<file path="src/rtl/pipeline_hazard_ctrl.sv">
// ----------------------------------------------------------------------------
// pipeline_hazard_ctrl
//
// Central stall/flush sequencer for the 5-stage ARM pipeline.
//   * Detects RAW hazards between the ID-stage sources and the EXE/MEM
//     destinations and raises `hazard` toward the ID stage.
//   * Issues branch flushes (IF/ID and ID/EXE clear) on a taken EXE branch.
//   * Owns the multi-cycle SRAM handshake for the MEM stage: pulses
//     `sram_start`, then holds `freeze` until `sram_ready` or a timeout.
//   * Keeps saturating stall and flush performance counters.
//
// Ports:
//   clk, rst            clock (rising edge), synchronous active-low reset
//   forward_en          forwarding unit present; only load-use hazards stall
//   id_first_src        Rn index of the ID instruction
//   id_second_src       Rm/Rd index of the ID instruction
//   id_two_src          ID instruction reads the second source
//   exe_dest/_wb_en     EXE destination register / write-back enable
//   exe_mem_r_en        EXE instruction is a load
//   mem_dest/_wb_en     MEM destination register / write-back enable
//   mem_req             MEM instruction accesses memory
//   sram_ready          SRAM completion (only meaningful while waiting)
//   branch_taken        EXE-stage taken branch
//   hazard              bubble ID/EXE, hold IF and IF/ID
//   freeze              hold every pipeline register and the PC
//   flush               clear IF/ID and ID/EXE
//   sram_start          one-cycle access request to the SRAM
//   timeout_err         sticky SRAM-timeout flag, cleared only by reset
//   stall_cnt           cycles with hazard or freeze high (saturating)
//   flush_cnt           flush pulses (saturating)
// ----------------------------------------------------------------------------
module pipeline_hazard_ctrl #(
  parameter int unsigned REG_NUM_BITS = 4,
  parameter int unsigned CNT_WIDTH    = 16,
  parameter int unsigned TIMEOUT      = 64
) (
  input  logic                    clk,
  input  logic                    rst,
  input  logic                    forward_en,
  input  logic [REG_NUM_BITS-1:0] id_first_src,
  input  logic [REG_NUM_BITS-1:0] id_second_src,
  input  logic                    id_two_src,
  input  logic [REG_NUM_BITS-1:0] exe_dest,
  input  logic                    exe_wb_en,
  input  logic                    exe_mem_r_en,
  input  logic [REG_NUM_BITS-1:0] mem_dest,
  input  logic                    mem_wb_en,
  input  logic                    mem_req,
  input  logic                    sram_ready,
  input  logic                    branch_taken,
  output logic                    hazard,
  output logic                    freeze,
  output logic                    flush,
  output logic                    sram_start,
  output logic                    timeout_err,
  output logic [CNT_WIDTH-1:0]    stall_cnt,
  output logic [CNT_WIDTH-1:0]    flush_cnt
);

  localparam int unsigned WaitW = (TIMEOUT > 2) ? $clog2(TIMEOUT) : 1;
  localparam logic [WaitW-1:0] WaitLast = WaitW'(TIMEOUT - 1);

  typedef enum logic [0:0] {
    StRun,
    StMemWait
  } state_e;

  state_e                 state_q, state_d;
  logic [WaitW-1:0]       wait_cnt_q, wait_cnt_d;
  logic                   timeout_err_q, timeout_err_d;
  logic [CNT_WIDTH-1:0]   stall_cnt_q, stall_cnt_d;
  logic [CNT_WIDTH-1:0]   flush_cnt_q, flush_cnt_d;

  logic in_reset;
  logic src1_hit_exe, src2_hit_exe, src1_hit_mem, src2_hit_mem;
  logic raw;
  logic mem_freeze;
  logic mem_start;
  logic timeout_hit;
  logic freeze_w, flush_w, hazard_w, start_w;

  // Reset is synchronous, so the state register may still hold StMemWait
  // during the reset cycle; gate the sequencer outputs so nothing leaks out.
  assign in_reset = ~rst;

  // --------------------------------------------------------------------------
  // RAW hazard detection
  // --------------------------------------------------------------------------
  assign src1_hit_exe = exe_wb_en & (id_first_src == exe_dest);
  assign src2_hit_exe = exe_wb_en & id_two_src & (id_second_src == exe_dest);
  assign src1_hit_mem = mem_wb_en & (id_first_src == mem_dest);
  assign src2_hit_mem = mem_wb_en & id_two_src & (id_second_src == mem_dest);

  always_comb begin
    raw = 1'b0;
    if (forward_en) begin
      // With forwarding only a load in EXE cannot supply its result in time.
      raw = exe_mem_r_en & (src1_hit_exe | src2_hit_exe);
    end else begin
      raw = src1_hit_exe | src2_hit_exe | src1_hit_mem | src2_hit_mem;
    end
  end

  // --------------------------------------------------------------------------
  // SRAM handshake FSM: next state and freeze/start decode
  // --------------------------------------------------------------------------
  always_comb begin
    state_d     = state_q;
    wait_cnt_d  = wait_cnt_q;
    mem_freeze  = 1'b0;
    mem_start   = 1'b0;
    timeout_hit = 1'b0;

    unique case (state_q)
      StRun: begin
        // sram_ready is ignored here; a stale ready must not release anything.
        if (mem_req) begin
          mem_freeze = 1'b1;
          mem_start  = 1'b1;
          state_d    = StMemWait;
          wait_cnt_d = '0;
        end
      end
      StMemWait: begin
        if (sram_ready) begin
          // MEM/WB captures the data this cycle, so the pipeline moves.
          state_d = StRun;
        end else if (wait_cnt_q == WaitLast) begin
          // Give up on the SRAM: release the pipeline and flag the error.
          timeout_hit = 1'b1;
          state_d     = StRun;
        end else begin
          mem_freeze = 1'b1;
          wait_cnt_d = wait_cnt_q + WaitW'(1);
        end
      end
      default: begin
        state_d    = StRun;
        wait_cnt_d = '0;
      end
    endcase
  end

  // --------------------------------------------------------------------------
  // Pipeline control outputs
  // --------------------------------------------------------------------------
  assign freeze_w = mem_freeze & ~in_reset;
  assign start_w  = mem_start & ~in_reset;
  // A branch held through a freeze flushes in the first unfrozen cycle
  // because the frozen EXE stage keeps presenting branch_taken.
  assign flush_w  = branch_taken & ~freeze_w & ~in_reset;
  // A flush kills the ID instruction anyway, so no bubble is needed.
  assign hazard_w = raw & ~flush_w & ~freeze_w;

  assign hazard     = hazard_w;
  assign freeze     = freeze_w;
  assign flush      = flush_w;
  assign sram_start = start_w;

  // --------------------------------------------------------------------------
  // Error flag and saturating performance counters
  // --------------------------------------------------------------------------
  always_comb begin
    timeout_err_d = timeout_err_q | timeout_hit;

    stall_cnt_d = stall_cnt_q;
    if ((hazard_w | freeze_w) && !(&stall_cnt_q)) begin
      stall_cnt_d = stall_cnt_q + CNT_WIDTH'(1);
    end

    flush_cnt_d = flush_cnt_q;
    if (flush_w && !(&flush_cnt_q)) begin
      flush_cnt_d = flush_cnt_q + CNT_WIDTH'(1);
    end
  end

  always_ff @(posedge clk) begin
    if (!rst) begin
      state_q       <= StRun;
      wait_cnt_q    <= '0;
      timeout_err_q <= 1'b0;
      stall_cnt_q   <= '0;
      flush_cnt_q   <= '0;
    end else begin
      state_q       <= state_d;
      wait_cnt_q    <= wait_cnt_d;
      timeout_err_q <= timeout_err_d;
      stall_cnt_q   <= stall_cnt_d;
      flush_cnt_q   <= flush_cnt_d;
    end
  end

  assign timeout_err = timeout_err_q;
  assign stall_cnt   = stall_cnt_q;
  assign flush_cnt   = flush_cnt_q;

endmodule

</file>
<file path="config.mk">
export PLATFORM = sky130hd
export DESIGN_NAME = pipeline_hazard_ctrl
export DESIGN_NICKNAME = d
export VERILOG_FILES = /design/src/rtl/pipeline_hazard_ctrl.sv
export SDC_FILE = /design/constraint.sdc
export NUM_CORES = 1
export LEC_CHECK = 0
export ABC_AREA = 1
export BUFFER_PORTS_ARGS = -buffer_cell sky130_fd_sc_hd__clkbuf_2
export CAP_MARGIN = 40
export CORE_MARGIN = 5
export CORE_UTILIZATION = 30
export CTS_BUF_LIST = sky130_fd_sc_hd__clkbuf_4 sky130_fd_sc_hd__clkbuf_8
export CTS_CLUSTER_DIAMETER = 30
export CTS_CLUSTER_SIZE = 28
export DETAILED_ROUTE_END_ITERATION = 12
export HOLD_SLACK_MARGIN = 0.03
export RECOVER_POWER = 25
export REMOVE_ABC_BUFFERS = 1
export SLEW_MARGIN = 20
export SYNTH_ARGS = -nofsm -noshare
export SYNTH_HDL_FRONTEND = slang
export SYNTH_SLANG_ARGS = --single-unit
</file>
<file path="constraint.sdc">
create_clock -name clk -period 2.3 [get_ports clk]
set_input_delay 0.23 -clock clk [delete_from_list [all_inputs] [get_ports clk]]
set_output_delay 0.23 -clock clk [all_outputs]
set_load 0.01 [all_outputs]
</file>
==> reports/qor.json <==
{
  "grt_setup_unrepaired": {"value": "false"},
  "post-route-drc-count": {"value": 0},
  "final_replace_weighted_congestion": {"value": 0.8580},
  "maxCapViolCount": {"value": 0},
  "grt_first_pass_wirelength": {"value": 10.33, "unit": "mm"},
  "diodes": {"value": 0},
  "cts_tree": {"value": "yes"},
  "end_kind": {"value": "primary output"},
  "netlist.top_cell.by_area": {"value": "sky130_fd_sc_hd__dfxtp_1"},
  "vdd_ir_drop_max": {"value": 0.2535, "unit": "mV"},
  "fmax": {"value": 0.4999, "unit": "GHz"},
  "netlist_area_before_placement": {"value": 2442, "unit": "um^2"},
  "route.vias.total": {"value": 2496},
  "clk_latency": {"value": 0.29, "unit": "ns"},
  "ant_nets": {"value": 0},
  "ctsHtreeMaxLevel": {"value": 2},
  "fin_skew": {"value": 0.007252, "unit": "ns"},
  "post_synth_inst_count": {"value": 374},
  "synth_sequential_area_ratio": {"value": 32.79, "unit": "%"},
  "finalHoldViolations": {"value": 0},
  "start_util": {"value": 30.18, "unit": "%"},
  "cp_data_required_time": {"value": 2.07, "unit": "ns"},
  "cts.reportedPaths.clkPinSlew": {"value": 0.08, "unit": "ns"},
  "synth.cells.most_frequent": {"value": "107 x sky130_fd_sc_hd__nand2_1, 42 x sky130_fd_sc_hd__nor2_1, 40 x sky130_fd_sc_hd__dfxtp_1"},
  "clk_path_buf_depth": {"value": 2},
  "worstMarginPinSlew": {"value": 0.3488, "unit": "ns"},
  "tritoncts_sinks": {"value": 40},
  "drt_pre_antenna_iters": {"value": 4},
  "period_needed": {"value": 2.001, "unit": "ns"},
  "grt_use_total": {"value": 12.33, "unit": "%"},
  "crit_arrival": {"value": 1.77, "unit": "ns"},
  "yosysUniqueCellTypes": {"value": 27},
  "crit_type": {"value": "register to primary output"},
  "design.portCount": {"value": 63},
  "first_global_vias": {"value": 2294},
  "drive_gt1_share": {"value": 15.68, "unit": "%"},
  "maximum_number_of_pins_on_one_net_before_global_route_repair": {"value": 26},
  "timing.rr.start": {"value": "wait_cnt_q[0]"},
  "cellLeakagePower": {"value": 0.001254, "unit": "uW"},
  "syn2layout_area_growth": {"value": 21.77, "unit": "%"},
  "finish.cell_count_without_fillers": {"value": 545},
  "detailedPlace.worstSlack": {"value": 0.3787, "unit": "ns"},
  "outcome": {"value": "complete, no violations"},
  "fin_ws": {"value": 0.2995, "unit": "ns"},
  "r2r-end": {"value": "stall_cnt[5]"},
  "detailedRoute.firstIterationViolations": {"value": 156},
  "std_cell_rows": {"value": 33},
  "setup_viol": {"value": 0},
  "final.fill_count": {"value": 917},
  "detailed_placement_wirelength_estimate": {"value": 4.741, "unit": "mm"},
  "cts_made_buffers": {"value": 5},
  "timing.setup.tns": {"value": 0, "unit": "ns"},
  "slew_viol_final": {"value": 0},
  "syn_area_per_cell": {"value": 6.530, "unit": "um^2"},
  "postRouteWirelength": {"value": 6.182, "unit": "mm"},
  "critical_path.startpoint": {"value": "wait_cnt_q[0]"},
  "worstRegToRegCells": {"value": 11},
  "antenna_violations_before_repair": {"value": 0},
  "reg2reg_setup_slack": {"value": 0.41, "unit": "ns"},
  "power_per_cell_area": {"value": 506.8, "unit": "nW/um^2"},
  "crit_path_max_fanout": {"value": 6},
  "cts_root_buffer": {"value": "sky130_fd_sc_hd__clkbuf_8"},
  "core-area": {"value": 8093, "unit": "um^2"},
  "dp_cells": {"value": 537},
  "top_cell_type_s_share_of_synthesized_area": {"value": 32.79, "unit": "%"},
  "critical_path_startpoint_category": {"value": "register"},
  "globalRoute.totalOverflow": {"value": 0},
  "wl_per_cell": {"value": 11.34, "unit": "um"},
  "timing.hold.worst.class": {"value": "primary input to register"},
  "core_util_final": {"value": 36.75, "unit": "%"},
  "synth_most_common_cell": {"value": "sky130_fd_sc_hd__nand2_1"},
  "slew_headroom": {"value": 76.57, "unit": "%"},
  "synthArstFlopShare": {"value": 0, "unit": "%"},
  "dieHeight": {"value": 100.2, "unit": "um"},
  "finalCritPeriodShare": {"value": 86.98, "unit": "%"},
  "post_cts_hold_buffer_count": {"value": 0},
  "synth.top_cells.by_area": {"value": "sky130_fd_sc_hd__dfxtp_1 33%, sky130_fd_sc_hd__nand2_1 16%, sky130_fd_sc_hd__xor2_1 7.2%, sky130_fd_sc_hd__nand3_1 7.0%, sky130_fd_sc_hd__a21oi_1 6.8%"},
  "floorplan.die.width": {"value": 100.2, "unit": "um"},
  "net_count_final": {"value": 468},
  "detail_route.vias_per_cell": {"value": 4.580},
  "ys.warnings.count": {"value": 0},
  "synth.ff_latch_count": {"value": 40},
  "synth_ff_type": {"value": "sky130_fd_sc_hd__dfxtp_1"},
  "synth_enable_flop_cells": {"value": 0},
  "overall_die_area": {"value": 10050, "unit": "um^2"},
  "worst_setup_path_endpoint": {"value": "hazard"},
  "numPortBuffers": {"value": 62}
}
## placed cells by master (no fill, tap or decap), types with 2 or more instances in the layout
| cell type | synthesis | routed |
|---|---|---|
| sky130_fd_sc_hd__nand2_1 | 107 | 106 |
| sky130_fd_sc_hd__clkbuf_2 | 0 | 43 |
| sky130_fd_sc_hd__nor2_1 | 42 | 42 |
| sky130_fd_sc_hd__dfxtp_1 | 40 | 40 |
| sky130_fd_sc_hd__inv_1 | 37 | 37 |
| sky130_fd_sc_hd__nand3_1 | 34 | 34 |
| sky130_fd_sc_hd__a21oi_1 | 33 | 33 |
| sky130_fd_sc_hd__xor2_1 | 20 | 20 |
| sky130_fd_sc_hd__clkbuf_1 | 3 | 19 |
| sky130_fd_sc_hd__o21ai_0 | 12 | 12 |
| sky130_fd_sc_hd__nor3_1 | 10 | 10 |
| sky130_fd_sc_hd__clkbuf_8 | 0 | 7 |
| sky130_fd_sc_hd__xnor2_1 | 6 | 6 |
| sky130_fd_sc_hd__nand4_1 | 4 | 4 |
| sky130_fd_sc_hd__nand2_2 | 2 | 3 |
| sky130_fd_sc_hd__nand2_4 | 3 | 3 |
| sky130_fd_sc_hd__ha_1 | 3 | 3 |
| sky130_fd_sc_hd__buf_4 | 0 | 3 |
| sky130_fd_sc_hd__nand3_2 | 2 | 2 |
| sky130_fd_sc_hd__clkinv_1 | 2 | 2 |
| sky130_fd_sc_hd__nor2_4 | 2 | 2 |
| sky130_fd_sc_hd__a21oi_2 | 2 | 2 |
## area by class of cell
| class | count | area (um^2) | share of cell area, % |
|---|---|---|---|
| inverter | 39 | 146.4 | 4.922 |
| tap | 105 | 131.4 | 4.417 |
| multi-input combinational | 288 | 1460 | 49.10 |
| timing repair buffer | 65 | 309.0 | 10.39 |
| sequential | 40 | 800.8 | 26.92 |
| clock buffer | 7 | 96.34 | 3.239 |
| clock inverter | 1 | 30.03 | 1.010 |
## worst min-delay path by stage
| stage | slack, ns | from | cells past startpoint | end |
|---|---|---|---|---|
| floorplan | 0.35 | rst | 1 | timeout_err |
| global placement | 0.46 | timeout_err | 1 | timeout_err |
| detailed placement | 0.46 | timeout_err | 1 | timeout_err |
| CTS | 0.26 | sram_ready | 3 | timeout_err |
| global route | 0.28 | sram_ready | 3 | timeout_err |
| finish | 0.26 | sram_ready | 3 | timeout_err |
## per-layer routing
metal	up-vias	global-route usage, %	wire length, um
met2	60	20.03	2805
met3	4	2.710	384
met1	1098	16.32	2928
met4	0	3.731	64
met5	-	0	0
li1	1334	-	-
## cells by family after synthesis
family          Yosys count  synth area share, %
simple gates            210                38.27
compound gates           49                10.55
flops                    40                32.79
buf+inv                  46                7.530
xor+xnor                 26                9.324
fa+ha+maj                 3                1.537
## registers in the layout, summed over array words and instances (netlist names)
name,flops
flush_cnt,16
stall_cnt,16
wait_cnt_q,6
state_q,1
timeout_err,1
## critical path: stages (launching register included)
cell and delay [ns]:
sky130_fd_sc_hd__dfxtp_1 0.38, sky130_fd_sc_hd__ha_1 0.20, sky130_fd_sc_hd__nand2_1 0.06, sky130_fd_sc_hd__nor2_1 0.12
sky130_fd_sc_hd__nand2_1 0.10, sky130_fd_sc_hd__nand3_2 0.12, sky130_fd_sc_hd__nand2_2 0.11, sky130_fd_sc_hd__nand2_2 0.11
sky130_fd_sc_hd__inv_1 0.06, sky130_fd_sc_hd__nor2_1 0.09, sky130_fd_sc_hd__clkbuf_2 0.14
## through the flow
stage          area (um^2)  hold slack, ns  total power (uW)
2_1_floorplan         2405          0.3477             817.8
3_3_place_gp          2869          0.4604             887.2
3_5_place_dp          2869          0.4574             890.2
4_1_cts               2995          0.2596              1534
5_1_grt               2974          0.2809              1589
6_report              2974          0.2631              1507
## power by group
part           internal (uW)  switching [uW]
logic                   57.6             104
registers                700            9.11
clock network            383             253
total                   1140             366
## timing repair
action | 4_1_cts | 5_1_grt
setup endpoints to repair | 0 | 1
gates resized for setup | 0 | 1
buffers inserted | 0 | 0
Note: power is estimated with default switching activity, not from simulation.
